$ cat src/rtl/alu_pkg.sv
// alu_pkg: shared definitions for the 32-bit ALU and its arbiter front end.
//   ALU_CTRL_W        : width of the ALU control field
//   ALU_ADD..ALU_OR   : ALU control encodings (100..111 are undefined and yield 0)
//   arb_state_t       : arbiter FSM state encoding
package alu_pkg;

   localparam int ALU_CTRL_W = 3;

   localparam logic [ALU_CTRL_W-1:0] ALU_ADD = 3'b000;
   localparam logic [ALU_CTRL_W-1:0] ALU_SUB = 3'b001;
   localparam logic [ALU_CTRL_W-1:0] ALU_AND = 3'b010;
   localparam logic [ALU_CTRL_W-1:0] ALU_OR  = 3'b011;

   typedef enum logic [1:0] {
      IDLE = 2'd0,
      EXEC = 2'd1,
      RESP = 2'd2
   } arb_state_t;

endpackage

$ cat src/rtl/alu.sv
// alu: purely combinational ALU (ADD/SUB/AND/OR), wrap-around arithmetic.
//   a, b   in  operands
//   ctl    in  operation select (alu_pkg encodings)
//   result out operation result (0 for undefined opcodes)
//   zero   out result == 0
module alu
   import alu_pkg::*;
#(
   parameter int DATA_W = 32
) (
   input  logic [DATA_W-1:0]     a,
   input  logic [DATA_W-1:0]     b,
   input  logic [ALU_CTRL_W-1:0] ctl,
   output logic [DATA_W-1:0]     result,
   output logic                  zero
);

   always_comb begin
      result = '0;
      case (ctl)
         ALU_ADD: result = a + b;
         ALU_SUB: result = a - b;
         ALU_AND: result = a & b;
         ALU_OR:  result = a | b;
         default: result = '0;
      endcase
      zero = (result == '0);
   end

endmodule

$ cat src/rtl/alu_arbiter.sv
// alu_arbiter: shares one alu between NREQ requesters with round-robin arbitration.
//   clk, rst    clock and asynchronous active-high reset
//   req_valid   per-requester request valid
//   req_ready   request accepted this cycle (IDLE only, at most one bit)
//   req_a/b     packed operands, requester i at [i*DATA_W +: DATA_W]
//   req_op      packed ALU control, requester i at [i*3 +: 3]
//   rsp_valid   one-hot result valid for the granted requester (RESP)
//   rsp_ready   per-requester result accept; only the granted bit matters
//   rsp_result  registered ALU result, rsp_zero registered zero flag
//   busy        high in EXEC or RESP
module alu_arbiter
   import alu_pkg::*;
#(
   parameter int NREQ   = 2,
   parameter int DATA_W = 32
) (
   input  logic                         clk,
   input  logic                         rst,
   input  logic [NREQ-1:0]              req_valid,
   output logic [NREQ-1:0]              req_ready,
   input  logic [NREQ*DATA_W-1:0]       req_a,
   input  logic [NREQ*DATA_W-1:0]       req_b,
   input  logic [NREQ*ALU_CTRL_W-1:0]   req_op,
   output logic [NREQ-1:0]              rsp_valid,
   input  logic [NREQ-1:0]              rsp_ready,
   output logic [DATA_W-1:0]            rsp_result,
   output logic                         rsp_zero,
   output logic                         busy
);

   localparam int GW = (NREQ > 1) ? $clog2(NREQ) : 1;
   localparam logic [GW-1:0] LAST_REQ = GW'(NREQ - 1);

   arb_state_t state, state_next;

   logic [GW-1:0]         gnt;
   logic [GW-1:0]         last_gnt;
   logic [GW-1:0]         win;
   logic                  any_valid;
   logic [DATA_W-1:0]     op_a;
   logic [DATA_W-1:0]     op_b;
   logic [ALU_CTRL_W-1:0] op_ctl;
   logic [DATA_W-1:0]     alu_result;
   logic                  alu_zero;
   logic                  accept;

   // Round-robin search: start just after the last grant and wrap.
   always_comb begin
      win       = '0;
      any_valid = 1'b0;
      for (int k = 1; k <= NREQ; k++) begin
         if (!any_valid && req_valid[(int'(last_gnt) + k) % NREQ]) begin
            any_valid = 1'b1;
            win       = GW'((int'(last_gnt) + k) % NREQ);
         end
      end
   end

   assign accept = (state == IDLE) && any_valid;

   always_comb begin
      state_next = state;
      req_ready  = '0;
      rsp_valid  = '0;
      case (state)
         IDLE: begin
            if (any_valid) state_next = EXEC;
            // Gate with rst so nothing appears accepted while reset is held.
            if (any_valid && !rst) req_ready[win] = 1'b1;
         end
         EXEC: state_next = RESP;
         RESP: begin
            rsp_valid[gnt] = 1'b1;
            if (rsp_ready[gnt]) state_next = IDLE;
         end
         default: state_next = IDLE;
      endcase
   end

   assign busy = (state != IDLE);

   always_ff @(posedge clk or posedge rst) begin
      if (rst) begin
         state      <= IDLE;
         gnt        <= '0;
         last_gnt   <= LAST_REQ;
         op_a       <= '0;
         op_b       <= '0;
         op_ctl     <= '0;
         rsp_result <= '0;
         rsp_zero   <= 1'b0;
      end else begin
         state <= state_next;
         if (accept) begin
            op_a     <= req_a[int'(win)*DATA_W +: DATA_W];
            op_b     <= req_b[int'(win)*DATA_W +: DATA_W];
            op_ctl   <= req_op[int'(win)*ALU_CTRL_W +: ALU_CTRL_W];
            gnt      <= win;
            last_gnt <= win;
         end
         if (state == EXEC) begin
            rsp_result <= alu_result;
            rsp_zero   <= alu_zero;
         end
      end
   end

   alu #(
      .DATA_W (DATA_W)
   ) u_alu (
      .a      (op_a),
      .b      (op_b),
      .ctl    (op_ctl),
      .result (alu_result),
      .zero   (alu_zero)
   );

endmodule
$ cat config.mk
export PLATFORM = sky130hd
export DESIGN_NAME = alu_arbiter
export DESIGN_NICKNAME = d
export VERILOG_FILES = /design/src/rtl/alu_pkg.sv /design/src/rtl/alu.sv /design/src/rtl/alu_arbiter.sv
export SDC_FILE = /design/constraint.sdc
export NUM_CORES = 1
export LEC_CHECK = 0
export ABC_CLOCK_PERIOD_IN_PS = 5400
export CORE_UTILIZATION = 51
export CTS_BUF_LIST = sky130_fd_sc_hd__clkbuf_16
export DETAILED_ROUTE_END_ITERATION = 16
export PLACE_DENSITY = 0.91
export SLEW_MARGIN = 20
export SYNTH_ARGS = -nofsm -noshare
export SYNTH_HDL_FRONTEND = slang
export SYNTH_SLANG_ARGS = --single-unit
$ cat constraint.sdc
create_clock -name clk -period 5.4 [get_ports clk]
set_input_delay 0.54 -clock clk [delete_from_list [all_inputs] [get_ports clk]]
set_output_delay 0.54 -clock clk [all_outputs]
set_load 0.02 [all_outputs]
[Word-level counts from Yosys, hierarchy flattened]
Index checks and enable logic that the tools add are counted.
Word-level totals
  input port bits: 140
  memories kept: 0
  logic and storage cells: 68
  ROM bits: 0
  output and inout bits: 38
  flip-flop bits (word level): 104
  memory bits (writable): 0
  latch bits: 0
Cells by class
  reductions and logical operators: 12
  add/subtract/negate cells: 4
  equality and inequality tests: 7
  order comparisons: 6
  shift-type cells: 3
  $mul: 1
  divide/modulo/power cells: 0
  bitwise gates (word level): 4
  muxes and demuxes: 23
Operator list (number)
  case mux 32 bit (4 select lines): 1
  indexed part select 64 x 7 -> 32 bit: 2
  adder 32 bit: 1
  AND 32 bit: 1
  zero test 32 bit: 1
  OR 32 bit: 1
  subtractor 32 bit: 1
  2-to-1 mux 1 bit: 14
  2-to-1 mux 2 bit: 5
  equality test 3 x 2 -> 1 bit (second input constant): 2
  less-than comparator 2 x 3 -> 1 bit (second input constant): 2
  case mux 2 bit (3 select lines): 1
  indexed part select 6 x 4 -> 3 bit: 1
  logical AND 1 bit: 5
  less-than comparator 1 x 2 -> 1 bit (second input constant): 2
  inequality test 2 bit (second input constant): 2
  equality test 3 x 1 -> 1 bit (second input constant): 1
  zero test 3 bit: 1
  multiplier 1 x 2 -> 3 bit (second input constant): 1
  adder 1 bit (second input constant): 2
  AND 1 bit (first input constant): 2
  demux 1 bit (select 1 bit): 2
  equality test 2 x 1 -> 1 bit (second input constant): 1
  equality test 2 bit (second input constant): 1
  5 further kinds: 7

[Depth between registers and ports, before layout]
  depth in word-level cells: 15
  mapped depth: 20
  gate-level depth less buffers: 19

[Hierarchy]
From an unflattened synthesis, not the netlist that was laid out.
Second synthesis, totals
  cell total of the unflattened synthesis: 966
  area total of the unflattened synthesis: 7866.3 um^2
By module, submodules not included
  alu_arbiter: times used 1, area each 4589.4 um^2, sequential area each 2603.7 um^2, cells each 466
  alu: times used 1, area each 3276.9 um^2, sequential area each 0.0 um^2, cells each 500

[Worst setup path after synthesis]
Ideal clock, no wire load.
  path type: flip-flop to flip-flop
  start: reg op_ctl[0]
  end: reg rsp_zero
  arrival: 4.314 ns
  data required time: 5.297 ns
  clock period less this slack: 4.418 ns
  setup slack: 0.982 ns
  buffers on the path: 5
  cell stages (with the launch flop): 19
  library setup time: 0.103 ns
  cell sequence: dfrtp_1 clkbuf_1 buf_2 buf_1 clkbuf_1 nand2_1 clkbuf_1 a21o_1 fa_1 nand2b_1 a211oi_4 o21ai_2 o21ai_1 a41oi_2 xnor2_1 o21a_1 a2111oi_1 nand4_1 o41ai_2
Between the ends
  word-level cells in the longest chain between the ends: 3
  elaborated cells on any way between the ends: 6
  those cells by class: eq/ne (3); mux (1); reduce/logical (2)
RTL lines
  from (decl): RTL line alu_arbiter.sv:42  | logic [ALU_CTRL_W-1:0] op_ctl;
  from (signal assigned): RTL line alu_arbiter.sv:97  | op_ctl <= req_op[int'(win)*ALU_CTRL_W +: ALU_CTRL_W];
  equality test 3 x 2 -> 1 bit, or another cell as far along: RTL line alu.sv:20  | case (ctl)
  case mux 32 bit (4 select lines) (*): RTL line alu.sv:20
  zero test 32 bit (*): RTL line alu.sv:27  | zero = (result == '0);
  to (signal assigned): RTL line alu_arbiter.sv:103  | rsp_zero <= alu_zero;
  to (decl): RTL line alu_arbiter.sv:27  | output logic rsp_zero,
Every way passes the cells marked *; elsewhere a longest branch is shown, timed or not.
A chain may end at the register's enable or synchronous reset.

[Worst setup path after layout]
  start: reg op_b[0]
  end: reg rsp_result[31]
Between the ends
  word-level cells in the longest chain between the ends: 2
  elaborated cells on any way between the ends: 3
  those cells by class: add/sub (2); mux (1)
RTL lines
  from (decl): RTL line alu_arbiter.sv:41  | logic [DATA_W-1:0] op_b;
  from (signal assigned): RTL line alu_arbiter.sv:96  | op_b <= req_b[int'(win)*DATA_W +: DATA_W];
  subtractor 32 bit or adder 32 bit (tied branches): RTL line alu.sv:22, alu.sv:21
  case mux 32 bit (4 select lines) (*): RTL line alu.sv:20
  to (signal assigned): RTL line alu_arbiter.sv:102  | rsp_result <= alu_result;
  to (decl): RTL line alu_arbiter.sv:26  | output logic [DATA_W-1:0] rsp_result,
Marks and branches as above.

==> flow_summary_export.csv <==
group,metric,value,unit
status,status,"complete, no violations",
global_route,grt_max_degree,71,
power_and_ir_drop,p_seq_share,20.4,%
synth,syn_area_per_cell,8.28,µm²
timing,period_share,87.2,%
die,pin_count,178,
setup_path,critPathMaxStageDelay,0.56,ns
power_and_ir_drop,clkPwrFrac,9.4,%
global_route,gr-usage-all-layers,30.6,%
setup_path,crit_buf_inv,0,
synth,synth_edf_count,0,
global_route,grtUsageMet2,45.2,%
clocking,cts.reportedPaths.clkPinSlew,0.07,ns
setup_path,setup.worst_path.start,"op_b[0]",
global_route,grt_overflow,0,
place,placed_cells,1214,
timing,setup_violations,0,
route,drtAntennaViolNets,0,
die,core-area,14100,µm²
layout,drive_gt1_share,7.05,%
synth,synth_seq_cells,104,
place,dp_hpwl,16600,µm
route,remaining_drc_errors,0,
clocking,clock_sinks,104,
die,dieArea,15100,µm²
timing,max_freq,0.212,GHz
route,num_vias,7362,
power_and_ir_drop,p_per_area,788,nW/µm²
power_and_ir_drop,swShare,51.3,%
route,vias_per_cell,5.99,
timing,finalMaxSlewViolations,0,
synth,synth.top_cell.area_share,34.5,%
timing,worstMarginPinSlew,0.895,ns
setup_path,critPathKind,"register to register",
power_and_ir_drop,leakagePower,3.87,nW
layout,most-common-layout-cells,"clkdlybuf4s50_1 (177), nor2_1 (175), dfrtp_1 (103), nand2_1 (85), o21ai_0 (69)",
timing,fin_worst_skew,0.00875,ns
timing,max_slew_margin,40.1,%
power_and_ir_drop,pwr-share-comb,70.1,%
clocking,cts_resized,0,
layout,syn2layout_area_growth,29.6,%
flow_run,cap_violations,0,
global_route,grt_pass1_wl,35400,µm
clocking,cts_tree,"yes",
min_path,min-delay-start,"rsp_result[9]",
route,dr.pass1.iters,5,
place,routabilityCongestion,0.972,
setup_path,cp.arrival,5.01,ns
synth,ys_types,83,
route,avgRoutedWirePerCell,17.7,µm
synth,syn_nets,1076,
setup_path,cp-start-kind,"register",
setup_path,required,5.70,ns
power_and_ir_drop,intPower,3.72,mW
synth,yosysWarnings,0,
timing,tns,0,ns
route,drt-total-wl,21800,µm
synth,ys_async_sr_fraction,100,%
layout,antenna_cells,0,
min_path,min_path_type,"register to register",
synth,synth_area,7460,µm²
synth,seq_area_frac_synth,34.9,%
synth,synth.largest_area_cell,"dfrtp_1",
place,portBuffers,177,
setup_path,cp_top_family,"simple AND/OR/NAND/NOR gates",
setup_path,cp-end-kind,"register",
clocking,h-tree-depth,3,
die,die_x,123,µm
die,die_h,123,µm
clocking,clock_latency,0.36,ns
global_route,grt_pass1_vias,6835,
layout,final_common_cell,"clkdlybuf4s50_1",
global_route,antenna_found_initial,0,
global_route,gr-usage-met1,44.8,%
synth,synth_ff_type,"dfrtp_1",
clocking,cts_setup_buffers,0,
timing,hold_viol_final,0,
setup_path,cp_slowest_cell,"nor4_1",
layout,fin_cells,1230,
layout,layout.nets,1220,
clocking,clk_path_buf_depth,2,
die,num_rows,43,
global_route,grt.busiest_layer,"met2",
clocking,numCtsBuffers,9,
setup_path,cp_cell_sequence,"or2_1, nor4_1, nand4_1, or2_4, nand2_1, xor2_1, ha_1, a21oi_1, nand2_1, a221o_1, a31oi_1, o2111ai_1, nand4_1, nand3_1, nor3b_2, a311oi_2, mux2_2",
setup_path,r2r_start,"op_b[0]",
setup_path,path_max_fanout,7,
synth,syn-instance-count,901,
synth,synthTopCellsByArea,"dfrtp_1 (35%), nor2_1 (8.9%), ha_1 (5.7%), o22ai_1 (5.7%), o21ai_0 (4.6%)",
power_and_ir_drop,p_sw,3.91,mW
route,dr.first_iter.drc_count,644,
die,start_util,52.9,%
power_and_ir_drop,vdd_drop_max,0.363,mV
clocking,hold_buffers,0,
clocking,root_buffer,"clkbuf_16",
timing,rsz0062_at_grt,"false",
global_route,grtUsageMet3,5.90,%
timing,period_needed,4.71,ns
## worst register-to-register path: cells and delay by family, from the launching register on
family	cells	cell delay, ns
and+or+nand+nor	9	2.11
AOI/OAI and AO/OA	5	1.42
DFF	1	0.42
adders and majority gates	1	0.33
muxes	1	0.21
xor gates and xnor gates	1	0.15
## synth_stat cells (8+ instances only)
library cell / instances
nor2_1: 176
dfrtp_1: 103
nand2_1: 85
o21ai_0: 69
o22ai_1: 68
clkbuf_1: 47
ha_1: 34
xor2_1: 33
a21oi_1: 30
xnor2_1: 22
maj3_1: 18
a31oi_1: 13
inv_1: 13
a21o_1: 12
nand3_1: 11
nand4_1: 10
o21a_1: 8
o31ai_1: 8
## state kept, by name, indices dropped and copies added, names as in the netlist
register / count
gnt: 1
last_gnt: 1
op_a: 32
op_b: 32
op_ctl: 3
rsp_result: 32
rsp_zero: 1
state: 2
## worst paths after layout
kind | cells past startpoint | slack (ns) | endpoint
hold reg to reg | 2 | 0.47 | rsp_result[9]
max in group asynchronous | 3 | 3.63 | op_a[8]
min in group asynchronous | 2 | 0.65 | op_a[18]
setup / recovery | 17 | 0.69 | rsp_result[31]
hold / removal | 2 | 0.47 | rsp_result[9]
setup reg to reg | 17 | 0.69 | rsp_result[31]
## power groups by stage
stage | logic [mW] | clock network (mW) | registers (mW)
5_1_grt | 5.83 | 0.759 | 1.61
6_report | 5.35 | 0.719 | 1.56
3_5_place_dp | 5.19 | 0 | 1.56
3_3_place_gp | 5.14 | 0 | 1.53
4_1_cts | 5.24 | 0.723 | 1.54
2_1_floorplan | 3.85 | 0 | 1.51
## cells by family (layout without fill, tap and decap cells)
family | Yosys count | in the layout | share of synthesized area [%]
AOI/OAI and AO/OA | 277 | 277 | 25.5
adders and majority gates | 53 | 53 | 8.38
and+or+nand+nor | 335 | 335 | 19.8
xor gates and xnor gates | 55 | 55 | 6.46
muxes | 9 | 9 | 1.32
DFF | 104 | 104 | 34.9
buffers and inverters | 68 | 217 | 3.62
## final cells by class
type                       instances  area, µm²
clock inverter                     7        103
fill                            1128       4430
clock buffer                       9        225
tap                              180        225
timing repair buffer             188       1850
multi-input combinational        729       4610
sequential                       104       2600
inverter                          13       51.3
## per-layer routing
metal,routed length [µm],up-vias
li1,-,3535
met1,10100,3471
met2,9650,331
met3,1750,25
met4,335,0
met5,0,-
## through the flow
step	power, mW	cell area (µm²)	setup WS [ns]	utilization, %	hold slack (ns)
6_report	7.63	9670	0.693	68.6	0.468
5_1_grt	8.20	9670	0.420	68.6	0.504
4_1_cts	7.51	9670	0.767	68.6	0.479
3_5_place_dp	6.75	9340	0.796	66.3	0.464
3_3_place_gp	6.68	9340	0.908	66.3	0.450
2_1_floorplan	5.37	7460	0.982	-	0.504
No activity file was read; power rests on OpenSTA's default activity.
